## config.mk

```make
export PLATFORM = sky130hd
export DESIGN_NAME = sign_extend_pipe
export DESIGN_NICKNAME = d
export VERILOG_FILES = /design/src/rtl/sign_extend_pkg.sv /design/src/rtl/ext_skid_buf.sv /design/src/rtl/sign_extend_pipe.sv
export SDC_FILE = /design/constraint.sdc
export NUM_CORES = 1
export LEC_CHECK = 0
export CAP_MARGIN = 15
export CORE_MARGIN = 2
export CORE_UTILIZATION = 51
export CTS_BUF_LIST = sky130_fd_sc_hd__clkbuf_8
export DETAILED_ROUTE_END_ITERATION = 10
export MAX_ROUTING_LAYER = met4
export PLACE_DENSITY = 0.95
export SYNTH_ARGS = -nofsm -noshare
export SYNTH_HDL_FRONTEND = slang
export SYNTH_SLANG_ARGS = --single-unit
```

## constraint.sdc

```tcl
create_clock -name clk -period 3.3 [get_ports clk]
set_input_delay 0.66 -clock clk [delete_from_list [all_inputs] [get_ports clk]]
set_output_delay 0.66 -clock clk [all_outputs]
set_load 0.005 [all_outputs]
```

## src/rtl/sign_extend_pkg.sv

```systemverilog
// sign_extend_pkg: extension mode encoding and the immediate extension function.
// Latency: none (pure functions and types only).
// Backpressure: n/a.
//
// Contents:
//   ext_mode_e  - 2-bit extension mode (SEXT, ZEXT, UPPER, BRANCH)
//   ext_imm()   - extends a raw immediate of in_w bits to out_w bits
//   EXT_MAX_W   - widest output the function can produce
//   SKID_DEPTH  - fixed depth of the result buffer
// Optional feature macro: SIGN_EXTEND_SHIFT_EN (enables UPPER and BRANCH shifting).
package sign_extend_pkg;

  typedef enum logic [1:0] {
    SEXT   = 2'b00,
    ZEXT   = 2'b01,
    UPPER  = 2'b10,
    BRANCH = 2'b11
  } ext_mode_e;

  localparam int unsigned EXT_MAX_W  = 64;
  localparam int unsigned SKID_DEPTH = 2;

  localparam logic [EXT_MAX_W-1:0] EXT_ONE = {{(EXT_MAX_W-1){1'b0}}, 1'b1};

  // The field widths are runtime arguments so a single function serves any
  // IN_W/OUT_W pair; callers pass elaboration constants, so all the masks and
  // shift amounts below collapse to wiring after synthesis.
  function automatic logic [EXT_MAX_W-1:0] ext_imm(
    input logic [EXT_MAX_W-1:0] raw,
    input int unsigned          in_w,
    input int unsigned          out_w,
    input ext_mode_e            mode
  );
    logic [EXT_MAX_W-1:0] in_mask;
    logic [EXT_MAX_W-1:0] out_mask;
    logic [EXT_MAX_W-1:0] low;
    logic [EXT_MAX_W-1:0] sext;
    logic [EXT_MAX_W-1:0] res;
    logic                 sign;

    in_mask  = (in_w  >= EXT_MAX_W) ? '1 : ((EXT_ONE << in_w)  - EXT_ONE);
    out_mask = (out_w >= EXT_MAX_W) ? '1 : ((EXT_ONE << out_w) - EXT_ONE);

    // Anything above the immediate field is ignored rather than trusted.
    low  = raw & in_mask;
    sign = |(raw & (EXT_ONE << (in_w - 1)));
    sext = sign ? (low | ~in_mask) : low;

    case (mode)
      ZEXT:    res = low;
`ifdef SIGN_EXTEND_SHIFT_EN
      UPPER:   res = low << (out_w - in_w);
      BRANCH:  res = sext << 2;
`endif
      default: res = sext;
    endcase

    return res & out_mask;
  endfunction

endpackage

```

## src/rtl/ext_skid_buf.sv

```systemverilog
// ext_skid_buf: 2-entry in-order result buffer with valid/ready on both sides.
// Latency: a word accepted on edge N is presented (out_valid=1) right after edge N.
// Backpressure: in_ready = not full; it is a function of stored state only, never of out_ready.
//
// Ports:
//   clk, rst_n          - clock, synchronous active-low reset
//   flush               - drop all stored entries on the next edge
//   in_valid/in_ready   - upstream handshake, in_data is the word to store
//   out_valid/out_ready - downstream handshake, out_data is the oldest entry
//   occupancy           - number of stored entries, 0..2
module ext_skid_buf
  import sign_extend_pkg::*;
#(
  parameter int unsigned DATA_W = 32
) (
  input  logic              clk,
  input  logic              rst_n,
  input  logic              flush,
  input  logic              in_valid,
  output logic              in_ready,
  input  logic [DATA_W-1:0] in_data,
  output logic              out_valid,
  input  logic              out_ready,
  output logic [DATA_W-1:0] out_data,
  output logic [1:0]        occupancy
);

  localparam logic [1:0] OCC_FULL = 2'(SKID_DEPTH);

  logic [1:0]        occ_q,  occ_d;
  logic [DATA_W-1:0] head_q, head_d;
  logic [DATA_W-1:0] tail_q, tail_d;
  logic              push;
  logic              pop;

  // The head register is the output register: out_data comes straight from a
  // flop and keeps its last value once the buffer drains.
  assign in_ready  = (occ_q != OCC_FULL);
  assign out_valid = (occ_q != 2'd0);
  assign out_data  = head_q;
  assign occupancy = occ_q;

  assign push = in_valid  && in_ready;
  assign pop  = out_valid && out_ready;

  always_comb begin
    occ_d  = occ_q;
    head_d = head_q;
    tail_d = tail_q;

    if (flush) begin
      // Any handshake seen on this edge is dropped along with stored data.
      occ_d = 2'd0;
    end else begin
      case (occ_q)
        2'd0: begin
          if (push) begin
            head_d = in_data;
            occ_d  = 2'd1;
          end
        end
        2'd1: begin
          if (push && pop) begin
            // Old head leaves, new word takes its place: stays at one entry.
            head_d = in_data;
          end else if (push) begin
            tail_d = in_data;
            occ_d  = 2'd2;
          end else if (pop) begin
            occ_d  = 2'd0;
          end
        end
        2'd2: begin
          // Full: in_ready is low so no push can occur here; a waiting input
          // is taken on the following edge once a slot has opened.
          if (pop) begin
            head_d = tail_q;
            occ_d  = 2'd1;
          end
        end
        default: begin
          occ_d = 2'd0;
        end
      endcase
    end
  end

  always_ff @(posedge clk) begin
    if (!rst_n) begin
      occ_q  <= 2'd0;
      head_q <= '0;
      tail_q <= '0;
    end else begin
      occ_q  <= occ_d;
      head_q <= head_d;
      tail_q <= tail_d;
    end
  end

endmodule

```

## src/rtl/sign_extend_pipe.sv

```systemverilog
// sign_extend_pipe: extends an IN_W-bit immediate to OUT_W bits in one of four modes.
// Latency: 1 cycle from input acceptance to out_valid; up to 2 results are buffered.
// Backpressure: in_ready drops only when both buffer entries are occupied.
//
// Ports:
//   clk, rst_n           - clock, synchronous active-low reset
//   flush                - discard all buffered results
//   in_valid/in_ready    - input handshake; in_data is the raw immediate, in_mode the mode
//   out_valid/out_ready  - output handshake; out_data is the extended result
//   occupancy            - buffered result count, 0..2
// Optional feature macro: SIGN_EXTEND_SHIFT_EN. When undefined, in_mode[1] is
// ignored (10 behaves as SEXT, 11 as ZEXT) and no shifting logic is built.
module sign_extend_pipe
  import sign_extend_pkg::*;
#(
  parameter int unsigned IN_W  = 16,
  parameter int unsigned OUT_W = 32
) (
  input  logic             clk,
  input  logic             rst_n,
  input  logic             flush,
  input  logic             in_valid,
  output logic             in_ready,
  input  logic [IN_W-1:0]  in_data,
  input  logic [1:0]       in_mode,
  output logic             out_valid,
  input  logic             out_ready,
  output logic [OUT_W-1:0] out_data,
  output logic [1:0]       occupancy
);

  // BRANCH needs two spare bits above the field for the shifted sign.
  if (IN_W < 1 || OUT_W < IN_W + 2 || OUT_W > EXT_MAX_W) begin : g_bad_params
    $fatal(1, "sign_extend_pipe: illegal widths IN_W=%0d OUT_W=%0d", IN_W, OUT_W);
  end

  ext_mode_e            mode_dec;
  logic [EXT_MAX_W-1:0] ext_full;
  logic [OUT_W-1:0]     ext_word;

`ifdef SIGN_EXTEND_SHIFT_EN
  assign mode_dec = ext_mode_e'(in_mode);
`else
  // Only the low mode bit selects between sign and zero extension.
  assign mode_dec = in_mode[0] ? ZEXT : SEXT;

  logic unused_mode_hi;
  assign unused_mode_hi = in_mode[1];
`endif

  // Extension happens before storage, so the buffer only ever holds results.
  assign ext_full = ext_imm(EXT_MAX_W'(in_data), IN_W, OUT_W, mode_dec);
  assign ext_word = ext_full[OUT_W-1:0];

  if (OUT_W < EXT_MAX_W) begin : g_unused_hi
    logic unused_ext_hi;
    assign unused_ext_hi = |ext_full[EXT_MAX_W-1:OUT_W];
  end

  ext_skid_buf #(
    .DATA_W (OUT_W)
  ) u_buf (
    .clk       (clk),
    .rst_n     (rst_n),
    .flush     (flush),
    .in_valid  (in_valid),
    .in_ready  (in_ready),
    .in_data   (ext_word),
    .out_valid (out_valid),
    .out_ready (out_ready),
    .out_data  (out_data),
    .occupancy (occupancy)
  );

endmodule

```

# Word level (Yosys, flattened, before mapping)
# Cells that the tools add are included.
[totals]
reg_bits = 66
in_bits = 23
word_cells = 38
[op_classes]
eq_ne = 9
n_mux = 13
n_bitwise = 3
reduce_logical = 10
[ops]
columns = ["operator", "n"]
rows = [
  ["32-bit 2-to-1 mux", 5],
  ["32-bit one-hot mux with 3 select lines", 1],
  ["2-bit 2-to-1 mux", 5],
  ["4-bit AND reduction", 2],
  ["2-bit by 1-bit != test with 1-bit output (second input constant)", 3],
  ["2-bit one-hot mux with 3 select lines", 1],
  ["5-bit AND reduction", 1],
  ["2-bit != test (second input constant)", 2],
  ["1-bit logical AND", 3],
  ["3-bit by 1-bit != test with 1-bit output (second input constant)", 1],
  ["1-bit inverter", 3],
  ["3-bit nonzero test", 1],
  ["2-bit by 1-bit == test with 1-bit output (second input constant)", 1],
  ["2-bit == test (second input constant)", 1],
  ["2-bit logical NOT", 1],
  ["2-bit nonzero test", 1],
  ["2-bit OR reduction", 1],
  ["1-bit == test (second input constant)", 1],
  ["1-bit 2-to-1 mux", 1],
]

# Longest topological paths before layout
[logic_depth]
ltp_word = 6
ltp_mapped = 6
ltp_nobuf = 3

# By module
# From an unflattened synthesis, not the netlist that was laid out.
[hier_totals]
cells_unflattened = 310
hier_area_um2 = 2845.2
[by_module_without_submodules]
columns = ["mod", "instances", "cells_per_inst", "area_each_um2"]
rows = [
  ["ext_skid_buf", 1, 309, 2831.5],
  ["sign_extend_pipe", 1, 1, 13.8],
]

# Least setup slack after synthesis
# Ideal clock, no wire load.
[synth_path]
path_type = "input-to-reg"
start = "input port flush"
end = "register u_buf.head_q[10], in the netlist u_buf.out_data[10]"
setup_time_ns = 0.080
arrival_time_ns = 1.631
required_time_ns = 3.220
setup_slack_ns = 1.588
stages = 5
n_path_buf = 2
path_cell_list = "buf_2 > nor2_2 > clkbuf_1 > a211oi_1 > a211oi_2"
[synth_via]
elab_chain_len = 2
[synth_lines]
columns = ["element", "line_no", "text"]
rows = [
  ["start, declared", "sign_extend_pipe.sv:21", "input logic flush,"],
  ["1-bit inverter (no source line)", "-", ""],
  ["5-bit AND reduction (no source line)", "-", ""],
  ["end signal, assigned", "ext_skid_buf.sv:91", "head_q <= '0;"],
  ["end signal, assigned", "ext_skid_buf.sv:95", "head_q <= head_d;"],
  ["end, declared", "ext_skid_buf.sv:31", "logic [DATA_W-1:0] head_q, head_d;"],
]
# No other way between the ends.
# A chain may end at the register's enable or synchronous reset.

# Worst setup path in the final report
[layout_path]
start = "input port flush"
end = "register u_buf.head_q[2], in the netlist u_buf.out_data[2]"
# The elaborated chain is that of the path after synthesis.

==> impl_metrics.csv <==
group,metric,value,unit
clocking,cts_root_buf,"clkbuf_8",
sta,layout_min_cycle_time,2.471,ns
global_route,grt-ovfl-total,0,
clocking,cts_sinks,36,
worst_setup_path,crit_fanout,18,
worst_setup_path,r2r_setup_slack,1.45,ns
worst_setup_path,r2r_end,"u_buf.out_data[2]$_SDFFE_PN0P_",
power,pwr-share-seq,47.8,%
sta,fin_worst_skew,0.002418,ns
finish,syn2layout_area_growth,29.61,%
worst_hold_path,min_path_cells,2,
routing,first_pass_iters,4,
sta,rsz0062_at_grt,"no",
global_route,antenna_found_initial,0,
sta,worstMarginPinSlew,0.7398,ns
floorplanning,die_h,63.62,um
worst_setup_path,cp.arrival,2.61,ns
worst_hold_path,min_to,"u_buf.tail_q[3]$_SDFFE_PN0P_",
clocking,clockBufferDepth,2,
finish,multi_input_area,865.8,um2
routing,drt_wl_total,4418,um
synth,dominantRegCellSynth,"dfxtp_1",
floorplanning,die_area,0.004048,mm2
clocking,htreeDepth,2,
synth,yosys_register_bits,36,
power,pwr-share-comb,19.9,%
power,p_per_area,419.6,mW/mm2
placed_design,dpl.hpwl,2805,um
sta,setup_violations,0,
clocking,cts_buffers,5,
clocking,cts_tree,"done",
global_route,grt_max_degree,35,
synth,ys_seq_area_share,39.75,%
clocking,clk-insertion-delay-late,0.29,ns
worst_setup_path,rr_worst_depth,4,
floorplanning,floorplan.die.width,63.62,um
synth,syn_area,0.001813,mm2
worst_setup_path,startpoint_type,"input pin",
worst_setup_path,r2r_start,"u_buf.occupancy[1]$_SDFFE_PP0P_",
synth,synthTopCellsByCount,"dfxtp_1 (36), a211oi_1 (25), a21oi_1 (18)",
routing,drtAntennaViolNets,0,
worst_hold_path,hold_path_startpoint,"u_buf.tail_q[3]$_SDFFE_PN0P_",
power,p_sw_share,25.72,%
synth,synth_top_area_share,39.75,%
sta,max_slew_margin,50.68,%
placed_design,io_buffers,57,
sta,max_freq,404.7,MHz
worst_setup_path,timing.critical_path.from,"flush",
global_route,grt_usage,22.95,%
sta,setup_tns,0,ns
synth,synth_most_common_cell,"dfxtp_1",
global_route,grt_pass1_wl,7044,um
synth,synth_warnings,0,
power,clockPowerShare,32.3,%
clocking,cts_setup_buffers,0,
synth,netlist_top_cells_area,"dfxtp_1 (40%), a211oi_1 (10%), mux2i_1 (9.4%)",
sta,report.final.slew_viol_count,0,
floorplanning,top_level_ports,59,
worst_setup_path,critical_path_class,"input pin to flop",
routing,drtIter0Drc,70,
worst_setup_path,crit_path_end_kind,"flop",
finish,seq_area,720.7,um2
power,cellLeakagePower,0.8987,nW
routing,vias_per_cell,5.919,
routing,wl_per_cell,16.18,um
power,p_sw,0.2536,mW
finish,final.fill_count,274,
job,drv_cap,0,
routing,vias,1616,
finish,nets,249,
placed_design,placed_cell_area,0.002260,mm2
synth,syn-num-nets,212,
worst_hold_path,hold_class,"flop to flop",
sta,hold_viol,0,
floorplanning,core,0.003363,mm2
worst_setup_path,cp_data_required_time,3.44,ns
sta,finalCritPeriodShare,74.88,%
outcome,status,"finished, final reports clean",
synth,yosys.area.top_type,"dfxtp_1",
floorplanning,rows,21,
routing,route.detailed.drc,0,
synth,syn_inst,189,
power,p_int,0.7324,mW
synth,synth.avg_cell_area,9.593,um2
power,irDropWorstVdd,0.3353,mV
finish,fin_area,0.002350,mm2
global_route,grt_pass1_vias,1502,
clocking,cts_hold_buf,0,
finish,drive_above_1_share,11.45,%
finish,diodes,0,
placed_design,gp_congestion,0.7750,
clocking,cts_resized,0,
synth,ys_types,26,
clocking,path_clk_slew,0.07,ns
synth,async_flop_share,0,%
floorplanning,start_util,53.91,%
synth,synth_edf_count,0,
==> cells in the final DEF, fill, tap and decap left out <==
| cell | instances |
|---|---|
| clkdlybuf4s50_1 | 57 |
| dfxtp_1 | 36 |
| a211oi_1 | 25 |
| a21oi_1 | 18 |
| nand3_1 | 17 |
| o21ai_0 | 17 |
| mux2i_1 | 17 |
| a211oi_2 | 10 |
| clkbuf_8 | 6 |
| buf_4 | 5 |
| clkinv_1 | 2 |
| a21o_1 | 2 |
| nand2_1 | 2 |
| inv_1 | 2 |
| or2_2 | 1 |
| or2b_1 | 1 |
| and4bb_2 | 1 |
| nand4bb_1 | 1 |
| nor2b_1 | 1 |
| mux2_4 | 1 |
| nor2_2 | 1 |
| and4bb_1 | 1 |
| nand3b_1 | 1 |
| nand2b_1 | 1 |
| or3b_2 | 1 |
==> layer usage <==
metal	part of all wire [%]	vias up	GRT usage, %
li1	-	763	-
met1	41	769	25.56
met2	50	72	38.03
met3	7.0	12	6.429
met4	1.8	0	10.60
met5	0	-	-
==> layout make-up <==
type / instances / share of cell area [%]
Clock buffer: 6 / 3.514
Timing Repair Buffer: 62 / 25.88
Clock inverter: 2 / 0.3195
Multi-Input combinational cell: 119 / 36.85
Tap cell: 46 / 2.449
Inverter: 2 / 0.3195
Sequential cell: 36 / 30.67
==> cells by family (layout without fill, tap and decap cells) <==
group / after synthesis / after routing / share of synthesized area, %
multiplexers: 18 / 18 / 10.21
AO/OA/AOI/OAI: 72 / 72 / 27.74
flip-flops: 36 / 36 / 39.75
buffers and inverters: 34 / 72 / 12.49
AND/OR/NAND/NOR: 29 / 29 / 9.801
==> worst max-delay path, cell delays in order <==
cell and delay, ns:
clkdlybuf4s50_1 0.55, buf_4 0.25, nor2_2 0.09, buf_4 0.24
a21o_1 0.64, a211oi_1 0.17
==> worst max path at each step <==
stage | slack [ns] | cells after the start | endpoint
after detailed placement | 0.54 | 6 | u_buf.out_data[2]$_SDFFE_PN0P_
after floorplan | 1.59 | 5 | u_buf.out_data[10]$_SDFFE_PN0P_
after global placement | 0.58 | 6 | u_buf.out_data[30]$_SDFFE_PN0P_
after global routing | 0.72 | 6 | u_buf.out_data[2]$_SDFFE_PN0P_
after CTS | 0.84 | 6 | u_buf.out_data[2]$_SDFFE_PN0P_
final | 0.83 | 6 | u_buf.out_data[2]$_SDFFE_PN0P_
==> per-stage QoR <==
stage | instances | setup slack [ns] | utilization [%] | total power, mW | hold slack, ns
finish | 273 | 0.8288 | 69.87 | 0.9860 | 0.4808
detailed placement | 265 | 0.5407 | 67.19 | 0.6764 | 0.4683
global placement | 265 | 0.5849 | 67.19 | 0.6711 | 0.4592
CTS | 273 | 0.8387 | 69.87 | 0.9873 | 0.4782
floorplan | 189 | 1.588 | - | 0.5879 | 0.4532
global route | 273 | 0.7213 | 69.87 | 1.023 | 0.4970
==> power groups by stage <==
stage | sequential [mW] | combinational, mW | clock, mW
3_5_place_dp | 0.481 | 0.196 | 0
2_1_floorplan | 0.481 | 0.107 | 0
4_1_cts | 0.471 | 0.197 | 0.319
3_3_place_gp | 0.480 | 0.192 | 0
6_report | 0.471 | 0.196 | 0.319
5_1_grt | 0.474 | 0.209 | 0.340
==> sequential cells by signal (all words and copies together), names as in the netlist <==
signal and flops:
u_buf.out_data 17, u_buf.occupancy 2, u_buf.tail_q 17
Power figures use the tool's default switching activity.
